### config.mk
export PLATFORM = sky130hd
export DESIGN_NAME = serial_adder_ctrl
export DESIGN_NICKNAME = d
export VERILOG_FILES = /design/src/rtl/serial_adder_ctrl.sv
export SDC_FILE = /design/constraint.sdc
export NUM_CORES = 1
export LEC_CHECK = 0
export BUFFER_PORTS_ARGS = -buffer_cell sky130_fd_sc_hd__buf_4
export CELL_PAD_IN_SITES_DETAIL_PLACEMENT = 1
export CELL_PAD_IN_SITES_GLOBAL_PLACEMENT = 2
export CORE_ASPECT_RATIO = 1.2
export CORE_MARGIN = 4
export CORE_UTILIZATION = 33
export CTS_BUF_LIST = sky130_fd_sc_hd__clkbuf_16
export CTS_CLUSTER_DIAMETER = 40
export DETAILED_ROUTE_END_ITERATION = 7
export MAX_ROUTING_LAYER = met4
export PLACE_DENSITY = 0.78
export REMOVE_ABC_BUFFERS = 1
export SYNTH_ARGS = -nofsm -noshare
export SYNTH_HDL_FRONTEND = slang
export SYNTH_SLANG_ARGS = --single-unit
export TNS_END_PERCENT = 5
### constraint.sdc
create_clock -name clk -period 4.46 [get_ports clk]
set_input_delay 0.669 -clock clk [delete_from_list [all_inputs] [get_ports clk]]
set_output_delay 0.669 -clock clk [all_outputs]
set_load 0.005 [all_outputs]
### src/rtl/serial_adder_ctrl.sv
// rtl/serial_adder_ctrl.sv - bit-serial adder controller reusing one full_adder cell
// Operands shift out LSB-first through a single full adder; the sum shifts in MSB-first.

module full_adder (
   input  logic a,
   input  logic b,
   input  logic c,
   output logic s,
   output logic co
);
   assign s  = a ^ b ^ c;
   assign co = (a & b) | (a & c) | (b & c);
endmodule

module serial_adder_ctrl #(
   parameter int WIDTH = 8
) (
   input  logic             clk,
   input  logic             reset,
   input  logic             start,
   input  logic [WIDTH-1:0] op_a,
   input  logic [WIDTH-1:0] op_b,
   input  logic             cin,
   output logic             busy,
   output logic             done,
   output logic [WIDTH-1:0] result,
   output logic             cout
);
   localparam int CW = $clog2(WIDTH + 1);

   typedef enum logic [1:0] {IDLE, SHIFT, DONE} state_t;

   state_t           state, state_nxt;
   logic [WIDTH-1:0] a_sh, b_sh, s_sh, s_nxt;
   logic             c_q;
   logic [CW-1:0]    cnt;
   logic             fa_s, fa_c;
   logic             last;

   full_adder u_fa (
      .a  (a_sh[0]),
      .b  (b_sh[0]),
      .c  (c_q),
      .s  (fa_s),
      .co (fa_c)
   );

   assign last = (cnt == CW'(WIDTH - 1));
   assign busy = (state == SHIFT);
   assign done = (state == DONE);

   // Shift-and-insert form stays legal when WIDTH is 1.
   always_comb begin
      s_nxt = s_sh >> 1;
      s_nxt[WIDTH-1] = fa_s;
   end

   always_ff @(posedge clk or posedge reset) begin
      if (reset) state <= IDLE;
      else       state <= state_nxt;
   end

   always_comb begin
      state_nxt = state;
      case (state)
         IDLE:    if (start) state_nxt = SHIFT;
         SHIFT:   if (last) state_nxt = DONE;
         DONE:    state_nxt = IDLE;
         default: state_nxt = IDLE;
      endcase
   end

   always_ff @(posedge clk or posedge reset) begin
      if (reset) begin
         a_sh   <= '0;
         b_sh   <= '0;
         s_sh   <= '0;
         c_q    <= 1'b0;
         cnt    <= '0;
         result <= '0;
         cout   <= 1'b0;
      end else begin
         case (state)
            IDLE: begin
               if (start) begin
                  a_sh <= op_a;
                  b_sh <= op_b;
                  c_q  <= cin;
                  cnt  <= '0;
               end
            end
            SHIFT: begin
               a_sh <= a_sh >> 1;
               b_sh <= b_sh >> 1;
               s_sh <= s_nxt;
               c_q  <= fa_c;
               cnt  <= cnt + 1'b1;
               // Publish on the final step so result never shows a partial sum.
               if (last) begin
                  result <= s_nxt;
                  cout   <= fa_c;
               end
            end
            default: ;
         endcase
      end
   end
endmodule

==> reports/metrics.csv, run 1 <==
stage,metric,value,unit
hold_path,hold_path.class,register to register,
clock_network,root_buffer,clkbuf_16,
layout,antennaDiodeCount,0,
synth,yosysUniqueCellTypes,21,
pwr,power_leakage,0.00105,µW
synth,synthCells,161,
pwr,p_per_area,707,mW/mm²
die,num_rows,28,
critical_path,startpoint_type,register,
synth,ys.flop_type,dfrtp_1,
detailed_routing,ant_nets,0,
timing,min_period,2.45,ns
critical_path,slowest_delay,0.72,ns
detailed_routing,route.detailed.drc,0,
synth,ys_top_cells_by_count,"39 x dfrtp_1, 33 x nand2_1, 16 x o21ai_0",
critical_path,cp.required,3.79,ns
timing,relSlewSlack,55.8,%
layout,area_growth,26.9,%
clock_network,numCtsBuffers,5,
synth,yosysSeqAreaShare,56.5,%
synth,synth_seq_cells,39,
placement,io_buffers,30,
synth,netlist_area,0.00173,mm²
detailed_routing,drtIter0Drc,34,
outcome,status,finished clean,
critical_path,crit_arrival,1.78,ns
layout,multiInputGateArea,699,µm²
clock_network,clk_pin_slew_worst_paths,0.06,ns
timing,tns,0,ns
detailed_routing,wirelength,3800,µm
layout,layout-drive-gt1-share,27.6,%
synth,yosys-top-cells-area,"dfrtp_1 57%, nand2_1 7.2%, mux2_2 6.5%",
synth,synth_edf_count,0,
grt,grt_pass1_vias,1368,
critical_path,crit_chain,nand2b_4 -> inv_1 -> buf_4,
timing,fin_crit_sh,55.0,%
timing,rsz0062_at_grt,false,
die,die_w,74.0,µm
clock_network,cts_sinks,39,
grt,grt_pass1_wl,6610,µm
synth,post-synth-top-count-cell,dfrtp_1,
placement,gp_congestion,0.792,
layout,fillers,553,
clock_network,cts_hold_buf,0,
synth,yosysTopAreaCellShare,56.5,%
detailed_routing,routedWlPerCell,15.1,µm
critical_path,critPathMaxFanout,20,
timing,worst_pin_slew,0.662,ns
synth,synth_area_per_cell,10.7,µm²
critical_path,critPathCaptureType,output pin,
clock_network,post_cts_buffers,0,
timing,hold_viol_final,0,
die,io_pins,31,
detailed_routing,num_vias,1283,
grt,grt_max_degree,40,
grt,antenna_found_initial,0,
clock_network,worstSkewPairLatency,0.28,ns
placement,hpwlAfterDp,2660,µm
layout,regArea,976,µm²
timing,max_freq,408,MHz
job,maxCapViolCount,0,
grt,grt.overflow.total,0,
die,die_h,87.2,µm
synth,ys_warn_count,0,
timing,final.setup_skew,0.00593,ns
clock_network,htreeDepth,2,
timing,slew_violations,0,
clock_network,post_cts_resize_count,0,
critical_path,path_class,register to output pin,
die,start_util,34.5,%
die,dieArea,0.00646,mm²
layout,layout.nets,213,
clock_network,clock_path_buffers,2,
grt,groute.usage.overall,13.6,%
detailed_routing,drt-vias-per-instance,5.09,
synth,yosysTopAreaCell,dfrtp_1,
synth,async_flop_share,100,%
timing,setup_viol,0,
detailed_routing,first_pass_iters,4,
layout,stdcell_area,0.00219,mm²
pwr,ir_worst_vdd,0.231,mV
placement,dpl_cell_area,0.00200,mm²
die,core_area,0.00501,mm²
clock_network,cts_tree,done,
critical_path,cpMaxStageDelayCell,dfrtp_1,
report_power, final:
group	total, µW	switching, µW	internal [µW]	leakage (µW)
clock	462	142	320	0.0000900
sequential	607	109	498	0.000506
combinational	480	249	232	0.000454
total	1550	500	1050	0.00105
worst paths after layout:
check,cells past startpoint,slack (ns),startpoint,to
setup / recovery,3,2.01,state[1]$_DFFE_PP0P_,busy
hold / removal,2,0.49,a_sh[1]$_DFFE_PP0P_,a_sh[1]$_DFFE_PP0P_
setup reg to reg,3,2.57,state[1]$_DFFE_PP0P_,result[1]$_DFFE_PP0P_
hold reg to reg,2,0.49,a_sh[1]$_DFFE_PP0P_,a_sh[1]$_DFFE_PP0P_
max in group asynchronous,3,3.59,reset,state[0]$_DFFE_PP0P_
min in group asynchronous,3,0.52,reset,result[5]$_DFFE_PP0P_
cells in the final DEF (no fill, tap or decap):
cell type / count
nor2b_1: 10
nand3_1: 2
nor3_4: 1
fa_1: 1
nand2b_4: 1
clkinvlp_4: 1
nor2_1: 2
a21oi_1: 13
inv_1: 2
nand2_1: 33
ha_1: 1
dfrtp_1: 39
mux2_2: 10
o21ai_0: 16
clkbuf_16: 5
bufinv_16: 2
a22o_1: 4
o311ai_0: 1
a22oi_1: 9
buf_4: 32
and3b_1: 6
o21bai_2: 1
flip-flops by register name, indices dropped and copies added (netlist names):
| register | count |
|---|---|
| b_sh | 8 |
| result | 8 |
| state | 2 |
| cout | 1 |
| s_sh | 7 |
| cnt | 4 |
| c_q | 1 |
| a_sh | 8 |
final cells by class:
class	instances	share of cell area, %
flip-flops and latches	39	44.5
well taps	60	3.43
repair buffers	32	11.0
multi-input cells	111	31.9
clock buffers	5	5.71
clock inverters	3	3.08
inverters	2	0.343
logic make-up after synthesis:
| family | after synthesis | share of synthesized area [%] |
|---|---|---|
| DFF | 39 | 56.5 |
| AOI/OAI and AO/OA | 44 | 15.5 |
| muxes | 10 | 6.52 |
| buffers and inverters | 11 | 2.97 |
| and+or+nand+nor | 55 | 16.6 |
| adders and majority gates | 2 | 1.88 |
worst max-delay path, delay by kind of cell (launching register included):
kind,cells,cell delay (ns)
buffers and inverters,2,0.45
flip-flops,1,0.72
AND/OR/NAND/NOR,1,0.33
through the flow:
stage / utilization, % / instances / hold slack [ns] / power, µW / setup WS [ns]
global route: 43.7 / 252 / 0.513 / 1680 / 1.86
detailed placement: 39.9 / 244 / 0.476 / 1110 / 2.31
CTS: 43.7 / 252 / 0.490 / 1580 / 1.99
global placement: 39.9 / 244 / 0.464 / 1090 / 2.33
floorplan: - / 152 / 0.440 / 907 / 2.62
finish: 43.7 / 252 / 0.486 / 1550 / 2.01
layer usage:
metal | part of all wire (%) | GRT usage, % | vias to the layer above
met5 | 0 | - | -
met4 | 1.1 | 3.46 | 0
met3 | 4.7 | 3.70 | 7
met2 | 50 | 21.3 | 31
met1 | 44 | 17.3 | 627
li1 | - | - | 618
No activity file was read; power rests on OpenSTA's default activity.
==> run 2, diff against run 1 <==
Clock period 4.46 ns to 2.5 ns, I/O delays scaled along.
==> reports/metrics.csv, run 2 (same netlist as run 1, synthesis figures left out) <==
stage,metric,value,unit
clock_network,post_cts_resize_count,0,
clock_network,cts_sinks,39,
clock_network,worstSkewPairLatency,0.28,ns
grt,antenna_found_initial,0,
clock_network,post_cts_buffers,0,
detailed_routing,first_pass_iters,4,
detailed_routing,drtIter0Drc,58,
layout,fillers,561,
detailed_routing,routedWlPerCell,16.4,µm
critical_path,crit_arrival,1.51,ns
pwr,power_leakage,0.00105,µW
clock_network,root_buffer,clkbuf_16,
timing,final.setup_skew,0.00381,ns
grt,groute.usage.overall,15.0,%
die,die_w,74.0,µm
critical_path,cp.required,2.12,ns
clock_network,cts_hold_buf,0,
placement,hpwlAfterDp,2710,µm
clock_network,clock_path_buffers,2,
timing,tns,0,ns
hold_path,hold_path.class,input port to async pin,
layout,stdcell_count,253,
timing,relSlewSlack,55.7,%
timing,setup_viol,0,
critical_path,critPathMaxFanout,15,
critical_path,critPathCaptureType,output pin,
detailed_routing,drt-vias-per-instance,5.17,
pwr,ir_worst_vdd,0.406,mV
die,io_pins,31,
layout,layout-drive-gt1-share,27.5,%
timing,min_period,1.89,ns
timing,fin_crit_sh,75.4,%
clock_network,htreeDepth,2,
job,maxCapViolCount,0,
critical_path,path_class,register to output pin,
layout,layout_commonest_cell,dfrtp_1,
clock_network,numCtsBuffers,5,
layout,reg.largest.list,"a_sh (8), b_sh (8), result (8)",
critical_path,r2r_setup_slack,0.90,ns
timing,hold_viol_final,0,
timing,worst_pin_slew,0.664,ns
die,die_h,87.2,µm
critical_path,startpoint_type,register,
timing,max_freq,530,MHz
grt,grt.overflow.total,0,
detailed_routing,route.detailed.drc,0,
die,start_util,34.5,%
placement,gp_congestion,0.741,
die,core_area,0.00501,mm²
outcome,status,finished clean,
layout,layout.nets,214,
placement,io_buffers,30,
timing,rsz0062_at_grt,false,
pwr,p_per_area,1240,mW/mm²
die,num_rows,28,
grt,grt_pass1_wl,7120,µm
detailed_routing,wirelength,4150,µm
layout,layout_common_cells,"39 x dfrtp_1, 33 x nand2_1, 33 x buf_4",
die,dieArea,0.00646,mm²
grt,grt_max_degree,40,
detailed_routing,ant_nets,0,
layout,area_growth,25.7,%
detailed_routing,num_vias,1307,
grt,grt_pass1_vias,1476,
clock_network,clk_pin_slew_worst_paths,0.06,ns
placement,dp_cells,245,
clock_network,cts_tree,done,
pwr,total_power,2700,µW
timing,slew_violations,0,
layout,antennaDiodeCount,0,
==> run 2: cell type report <==
class	count	area, µm²	share of cell area (%)
clock buffers	5	125	5.77
clock inverters	3	38.8	1.79
inverters	2	7.51	0.346
multi-input cells	111	699	32.2
flip-flops and latches	39	976	45.0
well taps	60	75.1	3.46
repair buffers	33	248	11.4
==> run 2: stage by stage <==
step | hold slack, ns | cell area (µm²) | util [%] | worst slack, ns
after floorplan | 0.440 | 1680 | - | 0.754
after global placement | 0.462 | 2010 | 40.0 | 0.931
after detailed placement | 0.481 | 2010 | 40.0 | 0.849
after CTS | 0.248 | 2170 | 43.3 | 0.595
after global routing | 0.283 | 2170 | 43.3 | 0.525
final | 0.232 | 2170 | 43.3 | 0.614
==> run 2: worst max-delay path, cell delays in order, from the launching register on <==
cell,delay (ns)
dfrtp_1,0.38
nand2b_4,0.21
inv_1,0.43
buf_4,0.21
==> run 2: layer usage <==
metal | share of wire [%] | track usage, %
met1 | 44 | 17.5
met2 | 51 | 25.4
met3 | 3.9 | 3.70
met4 | 1.3 | 4.28
met5 | 0 | -
==> run 2: worst paths after layout <==
check | start | cells past startpoint | to
worst min register to register | a_sh[5]$_DFFE_PP0P_ | 2 | a_sh[5]$_DFFE_PP0P_
max in group asynchronous | reset | 3 | a_sh[6]$_DFFE_PP0P_
worst max-delay path | state[1]$_DFFE_PP0P_ | 3 | busy
worst min-delay path | reset | 3 | result[3]$_DFFE_PP0P_
worst max register to register | cnt[0]$_DFFE_PP0P_ | 4 | result[4]$_DFFE_PP0P_
min in group clk | op_a[7] | 2 | a_sh[7]$_DFFE_PP0P_
==> run 2: report_power, final <==
part / internal (µW) / switching (µW) / leakage (µW)
logic: 416 / 491 / 0.000460
registers: 889 / 183 / 0.000506
clock network: 466 / 254 / 0.0000812
total: 1770 / 928 / 0.00105
